--- src/rtl/bus_arbiter_pkg.sv ---
// Shared definitions for the two-master bus arbiter: read-owner encoding,
// the read byte-enable code and the wait-counter width helper.
package bus_arbiter_pkg;

  // Which master owns an outstanding read.
  typedef enum logic {
    OWN_CPU = 1'b0,
    OWN_DMA = 1'b1
  } owner_e;

  // An all-zero byte-enable pattern marks a read access.
  localparam logic [3:0] BYTEEN_RD = 4'b0000;

  // Wait-counter width: clog2(MAX_WAIT+1), at least one bit so MAX_WAIT=0 still elaborates.
  function automatic int cnt_width(input int max_wait);
    return (max_wait < 1) ? 1 : $clog2(max_wait + 1);
  endfunction

endpackage

--- src/rtl/bus_arb_starve_cnt.sv ---
// Saturating starvation counter for the DMA master. Counts consecutive
// cycles in which DMA requests but is not granted; at_max tells the
// arbiter to force a DMA grant. MAX_WAIT=0 keeps at_max permanently high,
// which gives DMA strict priority.
module bus_arb_starve_cnt
  import bus_arbiter_pkg::*;
#(
  parameter int MAX_WAIT = 3
) (
  input  logic clk,
  input  logic reset,
  input  logic req,
  input  logic gnt,
  output logic at_max
);

  localparam int            CW    = cnt_width(MAX_WAIT);
  localparam logic [CW-1:0] MAX_C = CW'(MAX_WAIT);

  logic [CW-1:0] cnt_q;
  logic [CW-1:0] cnt_d;

  // Next count: clear on grant or no request, otherwise saturating increment.
  always_comb begin
    cnt_d = cnt_q;
    if (!req || gnt) begin
      cnt_d = '0;
    end else if (cnt_q != MAX_C) begin
      cnt_d = cnt_q + 1'b1;
    end
  end

  // Counter register, asynchronously cleared.
  always_ff @(posedge clk or negedge reset) begin
    if (!reset) begin
      cnt_q <= '0;
    end else begin
      cnt_q <= cnt_d;
    end
  end

  assign at_max = (cnt_q == MAX_C);

endmodule

--- src/rtl/bus_arbiter.sv ---
// Two-master arbiter (CPU + DMA) in front of the Bridge data port.
// Handshake: a master raises req with addr/wdata/byteen and holds them
// stable until the cycle its gnt is high; gnt is the single-cycle
// acceptance and the access appears on s_* in that same cycle. Read data
// returns on s_rdata one cycle later and is steered to the issuing master
// with an rvalid pulse. Writes (non-zero byteen) get no response.
module bus_arbiter
  import bus_arbiter_pkg::*;
#(
  parameter int ADDR_W   = 32,
  parameter int DATA_W   = 32,
  parameter int MAX_WAIT = 3
) (
  input  logic              clk,
  input  logic              reset,
  input  logic              c_req,
  input  logic [ADDR_W-1:0] c_addr,
  input  logic [DATA_W-1:0] c_wdata,
  input  logic [3:0]        c_byteen,
  output logic              c_gnt,
  output logic              c_rvalid,
  output logic [DATA_W-1:0] c_rdata,
  input  logic              d_req,
  input  logic [ADDR_W-1:0] d_addr,
  input  logic [DATA_W-1:0] d_wdata,
  input  logic [3:0]        d_byteen,
  output logic              d_gnt,
  output logic              d_rvalid,
  output logic [DATA_W-1:0] d_rdata,
  output logic              s_valid,
  output logic [ADDR_W-1:0] s_addr,
  output logic [DATA_W-1:0] s_wdata,
  output logic [3:0]        s_byteen,
  input  logic [DATA_W-1:0] s_rdata
);

  logic   at_max;
  logic   rd_pend_q, rd_pend_d;
  owner_e rd_own_q, rd_own_d;

  bus_arb_starve_cnt #(
    .MAX_WAIT (MAX_WAIT)
  ) u_starve (
    .clk    (clk),
    .reset  (reset),
    .req    (d_req),
    .gnt    (d_gnt),
    .at_max (at_max)
  );

  // Grant decision: CPU wins unless DMA has starved long enough; no grants in reset.
  always_comb begin
    d_gnt = reset & d_req & (~c_req | at_max);
    c_gnt = reset & c_req & ~d_gnt;
  end

  // Slave mux: winner's access, or all-zero on idle so no stale byteen leaks.
  always_comb begin
    s_valid  = c_gnt | d_gnt;
    s_addr   = '0;
    s_wdata  = '0;
    s_byteen = 4'b0000;
    if (d_gnt) begin
      s_addr   = d_addr;
      s_wdata  = d_wdata;
      s_byteen = d_byteen;
    end else if (c_gnt) begin
      s_addr   = c_addr;
      s_wdata  = c_wdata;
      s_byteen = c_byteen;
    end
  end

  // Read tracking next-state: remember a read issue and who made it.
  always_comb begin
    rd_pend_d = s_valid && (s_byteen == BYTEEN_RD);
    rd_own_d  = rd_own_q;
    if (rd_pend_d) begin
      rd_own_d = d_gnt ? OWN_DMA : OWN_CPU;
    end
  end

  // Read tracking registers; reset drops any in-flight return.
  always_ff @(posedge clk or negedge reset) begin
    if (!reset) begin
      rd_pend_q <= 1'b0;
      rd_own_q  <= OWN_CPU;
    end else begin
      rd_pend_q <= rd_pend_d;
      rd_own_q  <= rd_own_d;
    end
  end

  // Return routing: owner sees s_rdata and rvalid, the other master sees zero.
  always_comb begin
    c_rvalid = rd_pend_q & (rd_own_q == OWN_CPU);
    d_rvalid = rd_pend_q & (rd_own_q == OWN_DMA);
    c_rdata  = (rd_own_q == OWN_CPU) ? s_rdata : '0;
    d_rdata  = (rd_own_q == OWN_DMA) ? s_rdata : '0;
  end

endmodule

--- config.mk ---
export PLATFORM = sky130hd
export DESIGN_NAME = bus_arbiter
export DESIGN_NICKNAME = d
export VERILOG_FILES = /design/src/rtl/bus_arbiter_pkg.sv /design/src/rtl/bus_arb_starve_cnt.sv /design/src/rtl/bus_arbiter.sv
export SDC_FILE = /design/constraint.sdc
export NUM_CORES = 1
export LEC_CHECK = 0
export ABC_AREA = 1
export BUFFER_PORTS_ARGS = -buffer_cell sky130_fd_sc_hd__buf_2
export CAP_MARGIN = 20
export CELL_PAD_IN_SITES_DETAIL_PLACEMENT = 2
export CELL_PAD_IN_SITES_GLOBAL_PLACEMENT = 2
export CORE_MARGIN = 2
export CORE_UTILIZATION = 10
export CTS_CLUSTER_DIAMETER = 60
export DETAILED_ROUTE_END_ITERATION = 10
export PLACE_DENSITY = 0.95
export SLEW_MARGIN = 30
export SYNTH_ARGS = -nofsm -noshare
export SYNTH_HDL_FRONTEND = slang
export SYNTH_SLANG_ARGS = --single-unit
--- constraint.sdc ---
create_clock -name clk -period 1.6 [get_ports clk]
set_input_delay 0.16 -clock clk [delete_from_list [all_inputs] [get_ports clk]]
set_output_delay 0.16 -clock clk [all_outputs]
set_load 0.01 [all_outputs]
## Word-level counts from Yosys, hierarchy flattened

Cells that the tools add are included.

| storage, ports and cells | value |
|---|---|
| bits in registers | 4 |
| input bits | 172 |
| logic and storage cells | 33 |
| output and inout bits | 137 |

| cells by class | value |
|---|---|
| multiplexer cells | 11 |
| equality and inequality tests | 2 |
| reduce and logical (&&, ||, !) cells | 5 |
| add/subtract/negate cells | 1 |
| bitwise operators | 11 |

Operators with widths:

| operator | count |
|---|---|
| $mux 32 | 6 |
| $mux 4 | 2 |
| $and 1x1->1 | 6 |
| $logic_not 4->1 | 1 |
| $mux 2 | 2 |
| $not 1->1 | 3 |
| $add 2x1->2 const B | 1 |
| $eq 2x2->1 const B | 1 |
| $ne 2x2->1 const B | 1 |
| $or 1x1->1 | 2 |
| $reduce_bool 2->1 | 1 |
| $logic_and 1x1->1 | 1 |
| $logic_not 1->1 | 1 |
| $logic_or 1x1->1 | 1 |
| $mux 1 | 1 |

## Logic depth before layout (Yosys ltp)

Gate-level depths: netlist (run 1).

| logic depth | value |
|---|---|
| depth in word-level cells | 9 |
| mapped depth | 11 |
| depth with buffers taken out | 11 |

## Hierarchy

A second synthesis (run 1) with hierarchy kept.

| second synthesis, totals | value |
|---|---|
| cell total of the unflattened synthesis | 263 |
| area total of the unflattened synthesis | 1,490.2 um2 |

By module, submodules not included:

| module | cells each | sequential area each (um2) | area each (um2) | times used |
|---|---|---|---|---|
| bus_arbiter | 249 | 50.0 | 1,380.1 | 1 |
| bus_arb_starve_cnt | 14 | 50.0 | 110.1 | 1 |

## Worst setup path before layout (run 1)

Ideal clock, no wire load.

| timing | value |
|---|---|
| path type | register to output |
| start | register u_starve.cnt_q[0] |
| end | output port s_addr[14] |
| path slack | -0.002 ns |
| data required time | 1.440 ns |
| data arrival time | 1.442 ns |
| path buffers | 2 |
| stages on the path, launching flop included | 9 |
| cell sequence | dfrtp_1 > ha_1 > inv_2 > nand2_2 > nand2_4 > inv_4 > buf_4 > buf_4 > a22o_1 |

| on the way | value |
|---|---|
| cells in the longest elaborated chain, start to end | 7 |

Ends and longest elaborated chain:

| what | RTL line | RTL |
|---|---|---|
| start, declared | bus_arb_starve_cnt.sv:20 | `logic [CW-1:0] cnt_q;` |
| start signal, assigned | bus_arb_starve_cnt.sv:38 | `cnt_q <= cnt_d;` |
| $eq 2x2->1 (*) | bus_arb_starve_cnt.sv:42 | `assign at_max = (cnt_q == MAX_C);` |
| $or 1x1->1 (*) | bus_arbiter.sv:53 | `d_gnt = reset & d_req & (~c_req \| at_max);` |
| $and 1x1->1 (*) | bus_arbiter.sv:53 |  |
| $not 1->1 | bus_arbiter.sv:54 | `c_gnt = reset & c_req & ~d_gnt;` |
| $and 1x1->1 | bus_arbiter.sv:54 |  |
| $mux 32 | bus_arbiter.sv:67 | `end else if (c_gnt) begin` |
| $mux 32 (*) | bus_arbiter.sv:63 | `if (d_gnt) begin` |
| end, declared | bus_arbiter.sv:31 | `output logic [ADDR_W-1:0] s_addr,` |

Mark *: on every way between the ends. The rest lies on a longest branch, timed or not.

## Worst setup path in the final report (run 1)

| timing | value |
|---|---|
| start | register u_starve.cnt_q[1] |
| end | output port s_wdata[24] |

| on the way | value |
|---|---|
| cells in the longest elaborated chain, start to end | 7 |

Ends and longest elaborated chain:

| what | RTL line | RTL |
|---|---|---|
| $eq 2x2->1 (*) | bus_arb_starve_cnt.sv:42 |  |
| $or 1x1->1 (*) | bus_arbiter.sv:53 |  |
| $and 1x1->1 (*) | bus_arbiter.sv:53 |  |
| $not 1->1 | bus_arbiter.sv:54 |  |
| $and 1x1->1 | bus_arbiter.sv:54 |  |
| $mux 32 | bus_arbiter.sv:67 |  |
| $mux 32 (*) | bus_arbiter.sv:63 |  |
| end, declared | bus_arbiter.sv:32 | `output logic [DATA_W-1:0] s_wdata,` |

Marks and branches as above.

==> Implementation_results.wiki, run 1 <==
{| class="wikitable"
! Metric !! Value
|-
| Setup skew after layout || 0.00316 ns
|-
| # placed instances || 738
|-
| Number of synthesized register bits || 4
|-
| CP Capture Type || output port
|-
| Number of max-slew violations in the final report || 0
|-
| Die Area || 0.0158 sq mm
|-
| Area leader, netlist || a22o_1
|-
| Cell chosen for the clock root || clkbuf_16
|-
| Number of sinks on the clock net || 4
|-
| Maximum number of pins on one net before global-route repair || 70
|-
| Initial drt markers || 31
|-
| Cell seen most often among critical-path stages || nand2_4
|-
| Worst-case headroom to the max-slew limit || 78.6%
|-
| Most frequent cells in the layout || buf_2, inv_1, a22o_1
|-
| Worst setup path end || s_wdata[24]
|-
| Cell row count || 44
|-
| Starting utilization of the core area || 10.2%
|-
| Clock tree from TritonCTS || yes
|-
| Static leakage power || 2.52 nW
|-
| Worst skew pair latency || 0.23 ns
|-
| Routed vias/inst || 3.98
|-
| Run status || finished, violations left
|-
| Post-route setup TNS || -19.08 ns
|-
| Sequential-to-total area share from yosys stat || 6.75%
|-
| Final GP Congestion || 0.788
|-
| Unrepaired setup endpoints after global routing || true
|-
| Area of the core region || 0.0145 sq mm
|-
| Router iterations before antenna repair || 4
|-
| Worst-path cell chain || ha_2, inv_2, nand2_4, nand2_4, inv_4, nor2_4, buf_12, a22o_1, buf_2
|-
| Largest buffer count on any clock path || 2
|-
| Total number of cells along the worst setup path || 9
|-
| Final worst path period share || 121%
|-
| Crit-path max cell delay || 0.39 ns
|-
| Maximum resistive drop on vdd || 0.000284 V
|-
| PwrDens || 489 mW/mm^2
|-
| Antenna violations before repair || 4
|-
| Post-detailed-placement half-perimeter wirelength || 11.1 mm
|-
| Max Fclk || 0.516 GHz
|-
| Endpoint of the most critical register-to-register path || rd_own_q$_DFFE_PN0P_
|-
| Vias after detailed routing || 2,978
|-
| Chip Height || 126 um
|-
| Die X || 126 um
|-
| Clock slew seen by the registers of the worst setup and hold paths || 0.03 ns
|-
| Overall Global Routing Usage || 14.7%
|-
| Total I/O pin count || 309
|-
| Post-synth net total || 431
|-
| Total standard cell area after synthesis || 0.00148 sq mm
|-
| Transition at the pin with the smallest max-transition slack || 0.321 ns
|-
| Final Worst Setup Slack || -0.337 ns
|-
| Failing checks || negative setup slack
|-
| CP delay by family, top || buffers and inverters
|-
| Reg2Reg Launch Point || u_starve.cnt_q[1]$_DFFE_PN0P_
|-
| Non-filler instance count after layout || 749
|-
| Final Hold Violating Endpoints || 0
|-
| Routed Wire Length || 12.6 mm
|-
| Clock H-tree levels || 1
|-
| Most common library cell in the layout ignoring fill and taps || buf_2
|-
| Number of nets in the layout || 739
|-
| Final critical path time including I/O delays and setup || 1.94 ns
|-
| Share of final-layout standard cells stronger than drive strength 1 || 59.8%
|-
| Wire length of the first global-routing pass || 17.9 mm
|-
| Count of cells along the worst hold path || 3
|-
| Syn Area/Cell || 5.75 sq um
|-
| Global route total overflow || 0
|-
| Startpoint types || register
|-
| Critical Path Source || u_starve.cnt_q[1]$_DFFE_PN0P_
|-
| Number of buffers created by CTS || 3
|-
| Port Buf Inserts || 308
|-
| Logic depth of the worst register-to-register path || 12
|-
| Post-synth top area share || 37.8%
|-
| Slack of the worst reg-to-reg path || -0.05 ns
|-
| Final setup violation count || 71
|-
| Mean routed wirelength per cell || 16.9 um
|-
| WP data arrival || 1.78 ns
|-
| Number of instances in the synthesized netlist || 258
|-
| Master of the slowest instance on the critical path || dfrtp_1
|-
| Hold crit path type || input pin to register
|-
| Distinct cell type count of the synthesized netlist || 18
|-
| Buffers plus inverters on the worst setup path || 4
|-
| Count of unresolved DRC violations after routing || 0
|-
| Synth-to-Final Area Change || 136%
|-
| Number of maximum-capacitance violations || 0
|-
| Largest driver fanout on the critical path || 40
|-
| Number of warnings printed during yosys synthesis || 0
|-
| Required time at the endpoint of the critical path || 1.44 ns
|-
| Area contributors post-synth || a22o_1, inv_1, nand2_1
|-
| Worst hold slack across all endpoints || 0.224 ns
|-
| Diode count || 0
|-
| Via count of the first global-routing pass || 3,018
|-
| Count of antenna-violating nets left after detailed routing || 0
|-
| Setup Crit Path Kind || register to output port
|}
stage by stage:
stage | power (W) | util, % | setup WS [ns] | cell area, sq um
2_1_floorplan | 0.000638 | - | 0.0387 | 1490
3_3_place_gp | 0.00123 | 22.2 | -0.149 | 3220
3_5_place_dp | 0.00126 | 22.2 | -0.217 | 3220
4_1_cts | 0.00173 | 23.8 | -0.355 | 3450
5_1_grt | 0.00184 | 24.1 | -0.427 | 3500
6_report | 0.00171 | 24.1 | -0.337 | 3500
registers in the layout, summed over array words and instances, names as in the netlist:
signal / cells
u_starve.cnt_q: 2
rd_own_q: 1
rd_pend_q: 1
what timing repair did:
item                       in CTS  in global routing
hold endpoints to repair        4                  0
setup buffers                   4                  1
gates cloned                    1                  0
setup endpoints to repair      72                 72
hold buffers                    1                  0
pin swaps                       2                  1
gates resized for setup        21                  8
power breakdown:
group	leakage, nW	internal (W)	total, W	switching [W]
clock network	0.0382	0.000330	0.000405	0.0000754
registers	0.0511	0.000116	0.000126	0.0000105
logic	2.43	0.000553	0.00118	0.000625
tightest hold or removal path: cells and delay by family:
kind,cells,cell delay [ns]
AND/OR/NAND/NOR,2,0.14
buffers and inverters,1,0.11
cell usage after synthesis (all sizes together):
master / instances
a22o: 64
buf: 13
xor2: 1
nor2: 37
nand3: 7
nand2: 51
inv: 71
ha: 1
clkbuf: 8
a21oi: 1
dfrtp: 4
worst min-delay path by stage:
stage	start	slack, ns	end
after global placement	reset	0.10	rd_pend_q$_DFF_PN0_
after global routing	d_req	0.26	u_starve.cnt_q[0]$_DFFE_PN0P_
after CTS	d_req	0.21	u_starve.cnt_q[0]$_DFFE_PN0P_
final	d_req	0.22	u_starve.cnt_q[0]$_DFFE_PN0P_
after detailed placement	reset	0.11	u_starve.cnt_q[0]$_DFFE_PN0P_
after floorplan	reset	-0.14	rd_own_q$_DFFE_PN0P_
cells by family after synthesis:
kind of cell / count (synthesis) / synth area share [%]
AOI/OAI and AO/OA: 65 / 38.1
xor gates and xnor gates: 1 / 0.591
and+or+nand+nor: 95 / 25.5
adders and majority gates: 1 / 0.844
DFF: 4 / 6.75
buffers and inverters: 92 / 28.2
metal layers:
layer	wire, um	GRT usage, %	vias to the layer above
met3	1120	4.63	10
met4	94	1.87	6
met5	41	0	-
met1	4630	15.3	1346
met2	6740	29.3	181
li1	-	-	1435
layout make-up:
class,count,area (sq um)
clock buffers,4,78.8
fillers,1807,11000
inverters,71,269
multi-input cells,162,996
flip-flops and latches,4,101
well taps,184,230
repair buffers,324,1820
No activity file was read; power rests on OpenSTA's default activity.
==> run 2: changes to the inputs <==
--- a/config.mk
+++ b/config.mk
@@ -15,6 +15,7 @@
 export CTS_CLUSTER_DIAMETER = 60
 export DETAILED_ROUTE_END_ITERATION = 10
 export PLACE_DENSITY = 0.95
+export SETUP_SLACK_MARGIN = 0.5
 export SLEW_MARGIN = 30
 export SYNTH_ARGS = -nofsm -noshare
 export SYNTH_HDL_FRONTEND = slang
==> run 2 against run 1 <==
Against the previous run: the run still ends with negative setup slack left; power is 54% higher; highest routed layer unchanged; critical path depth up 1; final cell count is 3.9% higher.
==> Implementation_results.wiki, run 2 (synthesized netlist as in run 1, its figures left out) <==
{| class="wikitable"
! Metric !! Value
|-
| Run status || finished, violations left
|-
| Failing checks || negative setup slack
|-
| Post-route setup TNS || -23.25 ns (-4.17 ns)
|-
| Share of final-layout standard cells stronger than drive strength 1 || 80.8% (+21 points)
|-
| Top flop regs || u_starve.cnt_q: 2 flops, rd_own_q: 1 flops, rd_pend_q: 1 flops
|-
| Required time at the endpoint of the critical path || 1.44 ns (about the same)
|-
| Cell chosen for the clock root || clkbuf_16
|-
| Max FFs per register || 2 (unchanged)
|-
| Maximum number of pins on one net before global-route repair || 30 (-57%)
|-
| Static leakage power || 3.12 nW (+24%)
|-
| Hold crit path type || input pin to register
|-
| Endpoint of the most critical register-to-register path || rd_own_q$_DFFE_PN0P_
|-
| Worst-path cell chain || ha_2, inv_2, nand2_4, nand2_4, inv_4, nor2_4, buf_12, clkbuf_16, a22o_1, buf_2
|-
| Final critical path time including I/O delays and setup || 2.02 ns (+0.0819 ns)
|-
| Max Fclk || 0.495 GHz (-4.1%)
|-
| Setup skew after layout || 0.000860 ns (-0.00230 ns)
|-
| Port Buf Inserts || 308 (unchanged)
|-
| Final GP Congestion || 0.751 (-4.8%)
|-
| Starting utilization of the core area || 10.2% (unchanged)
|-
| PwrDens || 517 mW/mm^2 (+5.7%)
|-
| WP data arrival || 1.86 ns (+0.08 ns)
|-
| Clock H-tree levels || 1 (unchanged)
|-
| Largest driver fanout on the critical path || 7 (-83%)
|-
| Maximum resistive drop on vdd || 0.000213 V (-25%)
|-
| Number of sinks on the clock net || 4 (unchanged)
|-
| Clock slew seen by the registers of the worst setup and hold paths || 0.03 ns (about the same)
|-
| Number of buffers created by CTS || 3 (unchanged)
|-
| Reg2Reg Launch Point || u_starve.cnt_q[0]$_DFFE_PN0P_
|-
| Logic depth of the worst register-to-register path || 13 (+1)
|-
| Antenna violations before repair || 2 (-2)
|-
| Count of antenna-violating nets left after detailed routing || 0 (unchanged)
|-
| Initial drt markers || 53 (+71%)
|-
| Most common library cell in the layout ignoring fill and taps || buf_2
|-
| Routed vias/inst || 4.27 (+7.4%)
|-
| Cell row count || 44 (unchanged)
|-
| Setup slack after placement || -0.196 ns (+0.0206 ns)
|-
| Origin of the worst min-delay path || d_req
|-
| Number of nets in the layout || 768 (+3.9%)
|-
| Worst-case headroom to the max-slew limit || 81.7% (+3.1 points)
|-
| Clock tree from TritonCTS || yes
|-
| Most frequent cells in the layout || buf_2, buf_6, a22o_1
|-
| Vias after detailed routing || 3,321 (+12%)
|-
| Biggest register || u_starve.cnt_q
|-
| Post-detailed-placement half-perimeter wirelength || 10.7 mm (-3.4%)
|-
| Area of the core region || 0.0145 sq mm (unchanged)
|-
| Utilization after layout || 35.1% (+11 points)
|-
| Slack of the worst reg-to-reg path || -0.10 ns (-0.05 ns)
|-
| Wire length of the first global-routing pass || 22.2 mm (+24%)
|-
| Endpoint of the worst hold path || u_starve.cnt_q[0]$_DFFE_PN0P_
|-
| Final worst path period share || 126% (+5.1 points)
|-
| Transition at the pin with the smallest max-transition slack || 0.275 ns (-0.0458 ns)
|-
| Count of unresolved DRC violations after routing || 0 (unchanged)
|-
| Die Area || 0.0158 sq mm (unchanged)
|-
| Routed Wire Length || 16.8 mm (+33%)
|-
| Master of the slowest instance on the critical path || dfrtp_1
|-
| Startpoint types || register
|-
| Number of maximum-capacitance violations || 0 (unchanged)
|-
| Overall Global Routing Usage || 18.2% (+3.5 points)
|-
| Final Worst Setup Slack || -0.418 ns (-0.0819 ns)
|-
| Synth-to-Final Area Change || 244%
|-
| Global route total overflow || 0 (unchanged)
|-
| Die X || 126 um (unchanged)
|-
| Crit-path max cell delay || 0.39 ns (about the same)
|-
| Number of max-slew violations in the final report || 0 (unchanged)
|-
| Final setup violation count || 72 (+1.4%)
|-
| Cell seen most often among critical-path stages || nand2_4
|-
| CP Capture Type || output port
|-
| Largest buffer count on any clock path || 2 (unchanged)
|-
| Worst skew pair latency || 0.23 ns (about the same)
|-
| Final Hold Violating Endpoints || 0 (unchanged)
|-
| Count of cells along the worst hold path || 3 (unchanged)
|-
| Unrepaired setup endpoints after global routing || true
|-
| Router iterations before antenna repair || 4 (unchanged)
|-
| Via count of the first global-routing pass || 3,593 (+19%)
|-
| Diode count || 0 (unchanged)
|-
| Chip Height || 126 um (unchanged)
|-
| Total I/O pin count || 309 (unchanged)
|-
| Setup Crit Path Kind || register to output port
|-
| Mean routed wirelength per cell || 21.6 um (+28%)
|}
-- run 2: cell count changes in the layout (fill, tap and decap cells not counted), moves of 4 or more --
cell | previous run | this run
buf_4 | 10 | 16
buf_16 | 1 | 15
nand2_4 | 2 | 40
inv_2 | 2 | 35
inv_1 | 68 | 35
nor2_1 | 34 | 1
buf_12 | 4 | 8
nand2_1 | 49 | 8
buf_6 | 14 | 88
buf_2 | 294 | 224
nor2_4 | 1 | 34
nand3_1 | 6 | 2
-- run 2: critical path: cells and delay by family, from the launching register on --
family | cells | cell delay [ns]
AO/OA/AOI/OAI | 1 | 0.14
adder cells (fa/ha/maj) | 1 | 0.20
buffers and inverters | 5 | 0.59
flip-flops | 1 | 0.39
AND/OR/NAND/NOR | 3 | 0.30
-- run 2: timing repair --
| action | CTS | global route |
|---|---|---|
| hold endpoints to repair | 4 | 0 |
| hold buffers | 1 | 0 |
| setup buffers | 15 | 5 |
| resized for setup | 141 | 159 |
| pin swaps | 53 | 34 |
| endpoints found under the setup margin | 140 | 140 |
| gates cloned | 14 | 1 |
-- run 2: area by class of cell --
class                           count  area (sq um)
Multi-Input combinational cell    162          1580
Timing Repair Buffer              353          2840
Inverter                           71           269
Tap cell                          184           230
Sequential cell                     4           101
Clock buffer                        4          78.8
Fill cell                        1665          9430
-- run 2: worst max path at each step --
| stage | startpoint | slack (ns) | endpoint | cells after the start |
|---|---|---|---|---|
| floorplan | u_starve.cnt_q[0]$_DFFE_PN0P_ | 0.11 | s_addr[10] | 9 |
| global route | u_starve.cnt_q[0]$_DFFE_PN0P_ | -0.49 | s_wdata[21] | 10 |
| finish | u_starve.cnt_q[0]$_DFFE_PN0P_ | -0.42 | s_wdata[21] | 10 |
| CTS | u_starve.cnt_q[1]$_DFFE_PN0P_ | -0.37 | s_addr[21] | 10 |
| global placement | u_starve.cnt_q[1]$_DFFE_PN0P_ | -0.17 | s_addr[5] | 9 |
| detailed placement | u_starve.cnt_q[1]$_DFFE_PN0P_ | -0.20 | s_addr[5] | 9 |
-- run 2: metrics by stage --
| step | cell area (sq um) | hold slack, ns | power [W] | cells |
|---|---|---|---|---|
| global route | 5100 | 0.211 | 0.00277 | 778 |
| floorplan | 1540 | -0.136 | 0.000656 | 258 |
| global placement | 3240 | -0.0179 | 0.00122 | 738 |
| detailed placement | 3240 | -0.0121 | 0.00125 | 738 |
| CTS | 4370 | 0.190 | 0.00225 | 772 |
| finish | 5100 | 0.194 | 0.00264 | 778 |
-- run 2: per-layer routing --
metal,global-route usage (%),wire [um],vias to the layer above
li1,-,-,1511
met2,35.5,9190,202
met5,0,30,-
met1,20.1,6180,1583
met3,4.33,1150,21
met4,3.04,235,4
-- run 2: power breakdown --
group          switching [W]  leakage [nW]  internal [W]
Clock              0.0000835        0.0382      0.000330
Sequential         0.0000193        0.0511      0.000115
Combinational       0.000999          3.03       0.00109
==> run 3: changes to the inputs <==
--- a/config.mk
+++ b/config.mk
@@ -8,7 +8,7 @@
 export ABC_AREA = 1
 export BUFFER_PORTS_ARGS = -buffer_cell sky130_fd_sc_hd__buf_2
 export CAP_MARGIN = 20
-export CELL_PAD_IN_SITES_DETAIL_PLACEMENT = 2
+export CELL_PAD_IN_SITES_DETAIL_PLACEMENT = 1
 export CELL_PAD_IN_SITES_GLOBAL_PLACEMENT = 2
 export CORE_MARGIN = 2
 export CORE_UTILIZATION = 10
==> run 3 against run 2 <==
Against the previous run: the flow still finishes with violations (negative setup slack); routed wire length is 18% lower; sequential cell count unchanged; setup slack better by 0.064 ns; global-route usage decreased by 4.8 points; hold slack got worse by 0.0065 ns; clock skew is 0.0034 ns higher; combinational power fell by 9%; critical endpoint unchanged; critical path depth unchanged; fmax is 3.3% higher.
==> Implementation_results.wiki, run 3 (synthesized netlist as in run 1, its figures left out) <==
{| class="wikitable"
! Metric !! Value
|-
| Failing checks || negative setup slack
|-
| Reported net switching power || 0.000998 W (-9.4%)
|-
| Non-filler instance count after layout || 771 (-0.90%)
|-
| Final worst path period share || 122% (-4.0 points)
|-
| Routed vias/inst || 4.09 (-4.2%)
|-
| Combinational share of power || 78.1% (-1.1 points)
|-
| Maximum resistive drop on vdd || 0.000331 V (+55%)
|-
| Placed inst area || 0.00324 sq mm (unchanged)
|-
| Initial drt markers || 72 (+36%)
|-
| Worst-case headroom to the max-slew limit || 82.2% (+0.55 points)
|-
| Wire length of the first global-routing pass || 16.7 mm (-25%)
|-
| Routed Wire Length || 13.8 mm (-18%)
|-
| Final Hold Violating Endpoints || 0 (unchanged)
|-
| Sequential power share || 5.5% (+0.4 points)
|-
| CP Capture Type || output port
|-
| Chip Height || 126 um (unchanged)
|-
| Startpoint types || register
|-
| Final Worst Setup Slack || -0.354 ns (+0.0642 ns)
|-
| Top metal layer carrying routed signals || met5
|-
| WP data arrival || 1.79 ns (-0.07 ns)
|-
| Worst skew pair latency || 0.23 ns (about the same)
|-
| Number of nets in the layout || 760 (-1.0%)
|-
| Setup Crit Path Kind || register to output port
|-
| Largest driver fanout on the critical path || 7 (unchanged)
|-
| Number of buffers created by CTS || 3 (unchanged)
|-
| Port Buf Inserts || 308 (unchanged)
|-
| Routed met2 length || 7.36 mm (-20%)
|-
| Clock tree from TritonCTS || yes
|-
| Cell chosen for the clock root || clkbuf_16
|-
| Final setup violation count || 71 (-1.4%)
|-
| Largest buffer count on any clock path || 2 (unchanged)
|-
| Final design area excluding fillers || 0.00481 sq mm (-5.8%)
|-
| Final GP Congestion || 0.751 (unchanged)
|-
| Setup skew after layout || 0.00426 ns (+0.00340 ns)
|-
| Die X || 126 um (unchanged)
|-
| Number of sinks on the clock net || 4 (unchanged)
|-
| Worst hold slack across all endpoints || 0.188 ns (-0.00650 ns)
|-
| Overall Global Routing Usage || 13.4% (-4.8 points)
|-
| Die Area || 0.0158 sq mm (unchanged)
|-
| Most common library cell in the layout ignoring fill and taps || buf_2
|-
| Clock power frac || 16.4% (+0.7 points)
|-
| Starting utilization of the core area || 10.2% (unchanged)
|-
| Count of unresolved DRC violations after routing || 0 (unchanged)
|-
| Maximum number of pins on one net before global-route repair || 45 (+50%)
|-
| Share of final-layout standard cells stronger than drive strength 1 || 79.2% (-1.6 points)
|-
| Vias after detailed routing || 3,153 (-5.1%)
|-
| Mean routed wirelength per cell || 17.9 um (-17%)
|-
| Unrepaired setup endpoints after global routing || true
|-
| Setup slack after placement || -0.179 ns (+0.0166 ns)
|-
| Total I/O pin count || 309 (unchanged)
|-
| Global route total overflow || 0 (unchanged)
|-
| Synth-to-Final Area Change || 224%
|-
| Cell row count || 44 (unchanged)
|-
| # placed instances || 738 (unchanged)
|-
| Required time at the endpoint of the critical path || 1.44 ns (about the same)
|-
| Final critical path time including I/O delays and setup || 1.95 ns (-0.0642 ns)
|-
| Clock H-tree levels || 1 (unchanged)
|-
| Int Power || 0.00145 W (-5.8%)
|-
| Count of antenna-violating nets left after detailed routing || 0 (unchanged)
|-
| Met3 WL post-DR || 1.15 mm (-0.26%)
|-
| Router iterations before antenna repair || 4 (unchanged)
|-
| Max Fclk || 0.512 GHz (+3.3%)
|-
| Antenna violations before repair || 2 (unchanged)
|-
| PwrDens || 508 mW/mm^2 (-1.6%)
|-
| Number of max-slew violations in the final report || 0 (unchanged)
|-
| Clock slew seen by the registers of the worst setup and hold paths || 0.03 ns (about the same)
|-
| Top flop regs || u_starve.cnt_q: 2 flops, rd_own_q: 1 flops, rd_pend_q: 1 flops
|-
| Sum of routed wire segments on met1 || 5.16 mm (-17%)
|-
| Max FFs per register || 2 (unchanged)
|-
| Most frequent cells in the layout || buf_2, buf_6, a22o_1
|-
| Biggest register || u_starve.cnt_q
|-
| Transition at the pin with the smallest max-transition slack || 0.267 ns (-0.00832 ns)
|-
| Proportion of total power due to net switching || 40.8% (-0.95 points)
|-
| Area of the core region || 0.0145 sq mm (unchanged)
|-
| Number of maximum-capacitance violations || 0 (unchanged)
|-
| Via count of the first global-routing pass || 2,966 (-17%)
|-
| Hold crit path type || input pin to register
|-
| Static leakage power || 3.00 nW (-3.9%)
|-
| Run status || finished, violations left
|-
| Post-detailed-placement half-perimeter wirelength || 9.35 mm (-13%)
|}
## run 3: cell types whose count changed in the layout (fill, tap and decap cells not counted), sizes merged
cell,previous run,this run
diode,0,1
buf,351,339
clkbuf,5,9
## run 3: path summary, 6_finish.rpt
path	start	end	slack, ns	cells past startpoint
max in group asynchronous	reset	rd_own_q$_DFFE_PN0P_	1.08	2
max reg2reg	u_starve.cnt_q[1]$_DFFE_PN0P_	rd_own_q$_DFFE_PN0P_	-0.04	13
min reg2reg	u_starve.cnt_q[1]$_DFFE_PN0P_	u_starve.cnt_q[1]$_DFFE_PN0P_	0.57	2
max	u_starve.cnt_q[0]$_DFFE_PN0P_	s_wdata[21]	-0.35	10
min in group asynchronous	reset	rd_pend_q$_DFF_PN0_	0.33	2
min	d_req	u_starve.cnt_q[1]$_DFFE_PN0P_	0.19	3
## run 3: area by class of cell
type | count | area [sq um]
clock buffers | 4 | 78.8
fillers | 1771 | 9720
diodes | 1 | 2.50
multi-input cells | 162 | 1500
flip-flops and latches | 4 | 101
inverters | 71 | 269
repair buffers | 345 | 2630
well taps | 184 | 230
## run 3: stage by stage
stage | TNS [ns] | total power [W] | utilization, %
3_3_place_gp | -4.09 | 0.00122 | 22.3
6_report | -19.38 | 0.00244 | 33.1
3_5_place_dp | -5.44 | 0.00123 | 22.3
2_1_floorplan | 0 | 0.000656 | -
5_1_grt | -25.67 | 0.00258 | 33.1
4_1_cts | -20.28 | 0.00200 | 27.3
## run 3: critical path, stage by stage, from the launching register on
cell	delay [ns]
dfrtp_1	0.37
ha_2	0.20
inv_2	0.07
nand2_4	0.05
nand2_4	0.07
inv_4	0.05
nor2_4	0.16
buf_12	0.16
clkbuf_16	0.16
a22o_1	0.14
buf_2	0.13
## run 3: per-layer routing
| layer | vias to the layer above | global-route usage, % |
|---|---|---|
| li1 | 1488 | - |
| met4 | 2 | 1.49 |
| met1 | 1450 | 15.6 |
| met3 | 12 | 3.53 |
| met2 | 201 | 25.2 |
| met5 | - | 0 |
## run 3: timing repair
action / 4_1_cts / 5_1_grt
endpoints found under the setup margin: 140 / 140
hold endpoints to repair: 4 / 0
buffers inserted: 11 / 4
gates resized for setup: 94 / 165
gates cloned: 6 / 6
hold buffers: 1 / 0
pin swaps: 37 / 53
## run 3: power groups by stage
| stage | clock, W | sequential (W) | combinational [W] |
|---|---|---|---|
| after global routing | 0.000422 | 0.000136 | 0.00202 |
| after floorplan | 0 | 0.000123 | 0.000533 |
| after CTS | 0.000410 | 0.000133 | 0.00146 |
| final | 0.000401 | 0.000133 | 0.00191 |
| after global placement | 0 | 0.000133 | 0.00109 |
| after detailed placement | 0 | 0.000134 | 0.00109 |
